===== src/rtl/led_sweep_ctrl_if.sv =====
// Button and LED-side signals of the sweep controller.
//   up_btn_n, down_btn_n, mode_btn_n : raw active-low push buttons (asynchronous)
//   leds  : one-hot LED drive, leds[7] is position 0
//   step  : one-clock pulse in the first cycle a new position is shown
//   speed : speed level, 0 slowest .. 7 fastest
//   mode  : 0 bounce, 1 wrap, 2 hold
// master is the controller side, slave is the board/stimulus side.
interface led_sweep_ctrl_if;
  logic       up_btn_n;
  logic       down_btn_n;
  logic       mode_btn_n;
  logic [7:0] leds;
  logic       step;
  logic [2:0] speed;
  logic [1:0] mode;

  modport master (
    input  up_btn_n, down_btn_n, mode_btn_n,
    output leds, step, speed, mode
  );

  modport slave (
    output up_btn_n, down_btn_n, mode_btn_n,
    input  leds, step, speed, mode
  );
endinterface


===== src/rtl/led_sweep_ctrl.sv =====
// Sweep controller for the 8-LED scanner board. Debounces three active-low buttons into
// speed-up, speed-down and mode events, derives a step tick whose period is
// MIN_PERIOD << (7 - speed), and walks a one-hot LED position in bounce, wrap or hold mode.
//   hwclk : system clock
//   reset : synchronous, active-high reset
//   bus   : led_sweep_ctrl_if.master (buttons in; leds, step, speed, mode out)
module led_sweep_ctrl #(
  // Stored as a full int so the 120000 default is not truncated; the counter is sized from it.
  parameter int unsigned DEBOUNCE_CYCLES = 120000,
  parameter logic [31:0] MIN_PERIOD      = 32'd65536,
  parameter logic [2:0]  RESET_SPEED     = 3'd3
) (
  input logic              hwclk,
  input logic              reset,
  led_sweep_ctrl_if.master bus
);

  localparam int unsigned     CntW    = $clog2(DEBOUNCE_CYCLES) + 1;
  localparam logic [CntW-1:0] CntLast = CntW'(DEBOUNCE_CYCLES - 1);

  typedef enum logic {StRight, StLeft} dir_e;
  typedef enum logic [1:0] {ModeBounce = 2'd0, ModeWrap = 2'd1, ModeHold = 2'd2} mode_e;

  // Button index: 0 up, 1 down, 2 mode.
  logic [2:0]      raw;
  logic [2:0]      sync1_q, sync2_q, stable_q, stable_prev_q, arm_q, ev_q;
  logic [CntW-1:0] db_cnt_q [3];
  logic [1:0]      fill_q;

  assign raw = {bus.mode_btn_n, bus.down_btn_n, bus.up_btn_n};

  // fill_q tells when sync2_q holds a real input sample rather than its reset value. A button
  // only arms once it has been seen released, so a button held through reset raises no event
  // until it is released and pressed again.
  always_ff @(posedge hwclk) begin
    if (reset) begin
      sync1_q       <= '1;
      sync2_q       <= '1;
      stable_q      <= '1;
      stable_prev_q <= '1;
      arm_q         <= '0;
      ev_q          <= '0;
      fill_q        <= '0;
      for (int i = 0; i < 3; i++) db_cnt_q[i] <= '0;
    end else begin
      sync1_q       <= raw;
      sync2_q       <= sync1_q;
      stable_prev_q <= stable_q;
      if (fill_q != 2'd2) fill_q <= fill_q + 2'd1;
      for (int i = 0; i < 3; i++) begin
        if (sync2_q[i] == stable_q[i]) begin
          db_cnt_q[i] <= '0;
        end else if (db_cnt_q[i] == CntLast) begin
          stable_q[i] <= sync2_q[i];
          db_cnt_q[i] <= '0;
        end else begin
          db_cnt_q[i] <= db_cnt_q[i] + CntW'(1);
        end
        if (fill_q == 2'd2 && sync2_q[i]) arm_q[i] <= 1'b1;
        ev_q[i] <= arm_q[i] & stable_prev_q[i] & ~stable_q[i];
      end
    end
  end

  logic [2:0]  speed_q;
  mode_e       mode_q;
  dir_e        dir_q, dir_step;
  logic [2:0]  pos_q, pos_step;
  logic [31:0] tick_q, period;
  logic        step_q;
  logic [7:0]  leds_q;
  logic        speed_inc, speed_dec;

  assign period    = MIN_PERIOD << (3'd7 - speed_q);
  assign speed_inc = ev_q[0] & ~ev_q[1] & (speed_q != 3'd7);
  assign speed_dec = ev_q[1] & ~ev_q[0] & (speed_q != 3'd0);

  // Position and direction after a step under the current mode.
  always_comb begin
    pos_step = pos_q;
    dir_step = dir_q;
    if (mode_q == ModeWrap) begin
      pos_step = pos_q + 3'd1;
      dir_step = StRight;
    end else if (dir_q == StRight) begin
      if (pos_q == 3'd7) begin
        pos_step = 3'd6;
        dir_step = StLeft;
      end else begin
        pos_step = pos_q + 3'd1;
      end
    end else begin
      if (pos_q == 3'd0) begin
        pos_step = 3'd1;
        dir_step = StRight;
      end else begin
        pos_step = pos_q - 3'd1;
      end
    end
  end

  always_ff @(posedge hwclk) begin
    if (reset) begin
      speed_q <= RESET_SPEED;
      mode_q  <= ModeBounce;
      dir_q   <= StRight;
      pos_q   <= 3'd0;
      tick_q  <= '0;
      step_q  <= 1'b0;
      leds_q  <= 8'h80;
    end else begin
      step_q <= 1'b0;
      if (speed_inc) speed_q <= speed_q + 3'd1;
      else if (speed_dec) speed_q <= speed_q - 3'd1;

      // The step below still uses the old mode; the new one applies from the next clock.
      if (ev_q[2]) begin
        unique case (mode_q)
          ModeBounce: mode_q <= ModeWrap;
          ModeWrap:   mode_q <= ModeHold;
          default:    mode_q <= ModeBounce;
        endcase
      end

      // A real speed change restarts the period and swallows any step due this clock.
      if (speed_inc || speed_dec) begin
        tick_q <= '0;
      end else if (mode_q != ModeHold) begin
        if (tick_q == period - 32'd1) begin
          tick_q <= '0;
          step_q <= 1'b1;
          pos_q  <= pos_step;
          dir_q  <= dir_step;
          leds_q <= 8'h80 >> pos_step;
        end else begin
          tick_q <= tick_q + 32'd1;
        end
      end
    end
  end

  assign bus.leds  = leds_q;
  assign bus.step  = step_q;
  assign bus.speed = speed_q;
  assign bus.mode  = mode_q;

endmodule


===== src/flat_wrapper.sv =====
// flat-port wrapper written by rule: the top's interface ports become plain ports
module led_sweep_ctrl_flat 
#(
                                                                                               
  parameter int unsigned DEBOUNCE_CYCLES = 120000,
  parameter logic [31:0] MIN_PERIOD      = 32'd65536,
  parameter logic [2:0]  RESET_SPEED     = 3'd3
)
  (hwclk, reset, bus_up_btn_n, bus_down_btn_n, bus_mode_btn_n, bus_leds, bus_step, bus_speed, bus_mode);
  led_sweep_ctrl_if bus_i ();
  input logic hwclk;
  input logic reset;
  input wire logic [$bits(bus_i.up_btn_n)-1:0] bus_up_btn_n;
  input wire logic [$bits(bus_i.down_btn_n)-1:0] bus_down_btn_n;
  input wire logic [$bits(bus_i.mode_btn_n)-1:0] bus_mode_btn_n;
  output wire logic [$bits(bus_i.leds)-1:0] bus_leds;
  output wire logic [$bits(bus_i.step)-1:0] bus_step;
  output wire logic [$bits(bus_i.speed)-1:0] bus_speed;
  output wire logic [$bits(bus_i.mode)-1:0] bus_mode;
  assign bus_i.up_btn_n = bus_up_btn_n;
  assign bus_i.down_btn_n = bus_down_btn_n;
  assign bus_i.mode_btn_n = bus_mode_btn_n;
  assign bus_leds = bus_i.leds;
  assign bus_step = bus_i.step;
  assign bus_speed = bus_i.speed;
  assign bus_mode = bus_i.mode;
  led_sweep_ctrl #(.DEBOUNCE_CYCLES(DEBOUNCE_CYCLES), .MIN_PERIOD(MIN_PERIOD), .RESET_SPEED(RESET_SPEED)) u_core (.hwclk(hwclk), .reset(reset), .bus(bus_i));
endmodule

===== config.mk =====
export PLATFORM = sky130hd
export DESIGN_NAME = led_sweep_ctrl_flat
export DESIGN_NICKNAME = d
export VERILOG_FILES = /design/src/rtl/led_sweep_ctrl_if.sv /design/src/rtl/led_sweep_ctrl.sv /design/src/flat_wrapper.sv
export SDC_FILE = /design/constraint.sdc
export NUM_CORES = 1
export LEC_CHECK = 0
export BUFFER_PORTS_ARGS = -buffer_cell sky130_fd_sc_hd__buf_2
export CORE_MARGIN = 4
export CORE_UTILIZATION = 46
export CTS_CLUSTER_DIAMETER = 200
export DETAILED_ROUTE_END_ITERATION = 8
export GPL_TIMING_DRIVEN = 0
export SYNTH_ARGS = -nofsm -noshare
export SYNTH_HDL_FRONTEND = slang
export SYNTH_SLANG_ARGS = --single-unit

===== constraint.sdc =====
create_clock -name hwclk -period 2.45 [get_ports hwclk]
set_clock_uncertainty 0.1 [all_clocks]
set_input_delay 0.3675 -clock hwclk [delete_from_list [all_inputs] [get_ports hwclk]]
set_output_delay 0.3675 -clock hwclk [all_outputs]
set_load 0.02 [all_outputs]

==> out/qor.txt <==
Clk_lat worst skew: 410 ps
Uppermost layer routed: met4
Setup crit end kind: flip-flop
Met1 WL: 6.17 mm
Crit path capture: u_core.bus.leds[1]
WL met3: 384 um
Synth async-reset ratio: 0%
Reg-to-reg slack, setup: -200 ps
Violated checks: setup timing
Post-synth cell types: 54
Hold Crit Class: in2reg
Most used cells in the layout excluding fill and tap cells: nor2_1, dfxtp_1, xor2_1, edfxtp_1, conb_1
Mapped Cells: 673
Vias in the first global route: 4,727
Critical Path AT: 2900 ps
Mean number of vias per cell: 5.09
Detailed-route via count: 4,905
Worst R2R End: u_core.bus.leds[1]
Seq/Total Area, Yosys: 47.5%
Final Hold Fails: 0
Setup Viol. Count Final: 43
1st-iter DRT viols: 232
Final WS setup: -200 ps
Top FF cell, synth: dfxtp_1
Die Y: 126 um
First-pass GRT wire length: 22.2 mm
Routed wl met2: 6.30 mm
Worst-case reg-to-reg path depth: 10
Total grt overflow: 0
Post-synthesis cell area: 6370 um^2
Status: complete, but fails checks
Post-layout util: 58.4%
Die span in x: 126 um
Unrepaired setup endpoints after global routing: yes
CTS Buf Count: 17
Area growth from synthesis to layout: 22.9%
Clk root buf: clkbuf_16
Antenna-violating nets left: 0
Port-buffer cells: 18
Total global-route track usage: 17.1%
Count of pins over their slew limit: 0
# H-tree levels: 4
Final net count: 793
Max Buffers Root-to-Sink: 2
Power per cell area: 653 nW/um^2
Mean post-synth cell area: 9.46 um^2
Critical Path Start: u_core.bus.speed[1]
Reg clk slew, reported paths: 60 ps
Gpl congestion: 0.780
Reg-to-Reg Start: u_core.bus.speed[1]
Core area: 13,400 um^2
Rows: 42
CTS tree: built
Type of the worst setup path: reg2reg
Hold Path Cell Cnt: 2
Drc violations: 0
Worst Path Max Fanout: 6
Final instance area: 7830 um^2
Post-synth EDFFs: 54
Die area: 15,800 um^2
Routed wire per std cell: 13.5 um
WP data required: 2700 ps
CTS Hold Bufs: 0
Initial DRT Pass Iterations: 4
Post-DP Area: 6950 um^2
Startpoint types: flip-flop
# Max-Cap Violations: 0
Peak VDD IR: 0.535 mV
# fillers: 1,213
CTS Sinks: 124
IO Count: 19
Share of cells above drive strength 1: 16.8%
Number of synthesized register bits: 124
Largest net degree at the start of global routing: 19
Max_slew headroom: 38.5%
Worst-Margin Slew: 916 ps
Yosys warning total: 0
Leak: 2.90 nW
Initial Utilization: 47.5%
DP Worst Slack: -241 ps
Crit share post-route: 108%
DPL Wire Length: 9.10 mm
Commonest non-fill, non-tap cell in the layout: nor2_1
Post-Route WL: 13.0 mm
Initial antenna violation count: 0
Ant. Diodes: 0
Final Critical Period: 2650 ps
FMAX: 0.377 GHz
cell usage after synthesis (all sizes together), types with 2 or more instances:
cell,n,area [um^2]
a31oi,3,18.8
nor4bb,2,20.0
nand2,51,191
nor3,15,75.1
edfxtp,54,1620
or3,6,37.5
nand4,25,156
mux2i,2,20.0
a21oi,19,95.1
ha,13,163
a211o,3,26.3
xor2,55,482
o311a,2,20.0
dfxtp,70,1400
and3,21,141
or4,6,48.8
xnor2,35,307
nand2b,8,50.1
clkbuf,17,65.1
and4,6,52.6
or2,10,62.6
o21ai,5,25.0
nor4,8,65.1
o31ai,9,67.6
and2,5,31.3
nand3,32,160
nor3b,5,37.5
o21a,2,15.0
nor2b,13,81.3
nor4b,6,58.8
nand3b,7,52.6
inv,18,67.6
buf,13,77.6
nor2,114,428
through the flow:
stage          hold WS, ps  setup TNS (ps)  cells  total power [mW]
2_1_floorplan          289            -741    726              2.49
3_3_place_gp           294          -10480    920              2.53
3_5_place_dp           296          -11250    920              2.54
4_1_cts               16.3           -2570    964              5.17
5_1_grt               11.5          -10860    963              5.33
6_report              30.5           -6010    963              5.11
kinds of logic (layout without fill, tap and decap cells):
logic type               Yosys count  after routing  share of synthesized area (%)
buffers and inverters             48            109                           3.30
AO/OA/AOI/OAI                     53             53                           5.99
flip-flops                       124            124                           47.5
AND/OR/NAND/NOR                  341            341                           27.6
adder cells (fa/ha/maj)           14             14                           2.87
XOR/XNOR                          90             90                           12.4
other                              1             54                         0.0589
multiplexers                       2              2                          0.314
timing repair:
item	CTS	global route
buffers inserted	13	1
resized for setup	26	20
setup endpoints to repair	54	83
pin swaps	11	2
hold endpoints to repair	0	0
cloned	2	0
registers in the layout, indices dropped and copies added (netlist names):
name	flops
u_core.dir_q	1
u_core.bus.step	1
u_core.sync1_q	3
u_core.ev_q	3
u_core.fill_q	2
u_core.tick_q	32
u_core.sync2_q	3
u_core.bus.mode	2
u_core.bus.leds	8
u_core.arm_q	3
u_core.stable_q	3
u_core.db_cnt_q	54
u_core.bus.speed	3
u_core.stable_prev_q	3
u_core.pos_q	3
report_power, final:
part | leakage [nW] | total (mW) | switching (mW) | internal, mW
Sequential | 1.12 | 2.29 | 0.0600 | 2.23
Clock | 0.303 | 2.60 | 0.927 | 1.68
Combinational | 1.47 | 0.217 | 0.126 | 0.0915
Total | 2.90 | 5.11 | 1.11 | 4.00
metal layers:
metal  up-vias  global-route usage (%)
met2        61                    28.1
met4         0                    5.61
li1       2504                       -
met5         -                       0
met3        13                    3.90
met1      2327                    22.5
critical path, cell delays in order (launching register included):
cell and delay [ps]:
dfxtp_4 350, or3_4 420, inv_2 80, ha_4 190, xnor2_1 130, nor3_2 190, and3_4 240, o311ai_4 120
buf_12 170, or4_1 460, a21oi_1 140
final cells by class:
| cell class | count | area, um^2 | area share, % |
|---|---|---|---|
| buffer | 25 | 164 | 2.09 |
| clock buffer | 21 | 503 | 6.43 |
| clock inverter | 11 | 126 | 1.61 |
| inverter | 18 | 67.6 | 0.863 |
| multi-input combinational | 554 | 3490 | 44.5 |
| sequential | 124 | 3030 | 38.8 |
| tap | 176 | 220 | 2.81 |
| timing repair buffer | 34 | 226 | 2.89 |
worst min-delay path by stage:
stage / start / endpoint / slack [ps]
3_5_place_dp: u_core.sync1_q[2] / u_core.sync2_q[2] / 300
6_report: bus_mode_btn_n / u_core.sync1_q[2] / 30
3_3_place_gp: u_core.sync1_q[1] / u_core.sync2_q[1] / 290
4_1_cts: bus_mode_btn_n / u_core.sync1_q[2] / 20
5_1_grt: bus_mode_btn_n / u_core.sync1_q[2] / 10
2_1_floorplan: u_core.sync1_q[0] / u_core.sync2_q[0] / 290
Power figures use the tool's default switching activity.
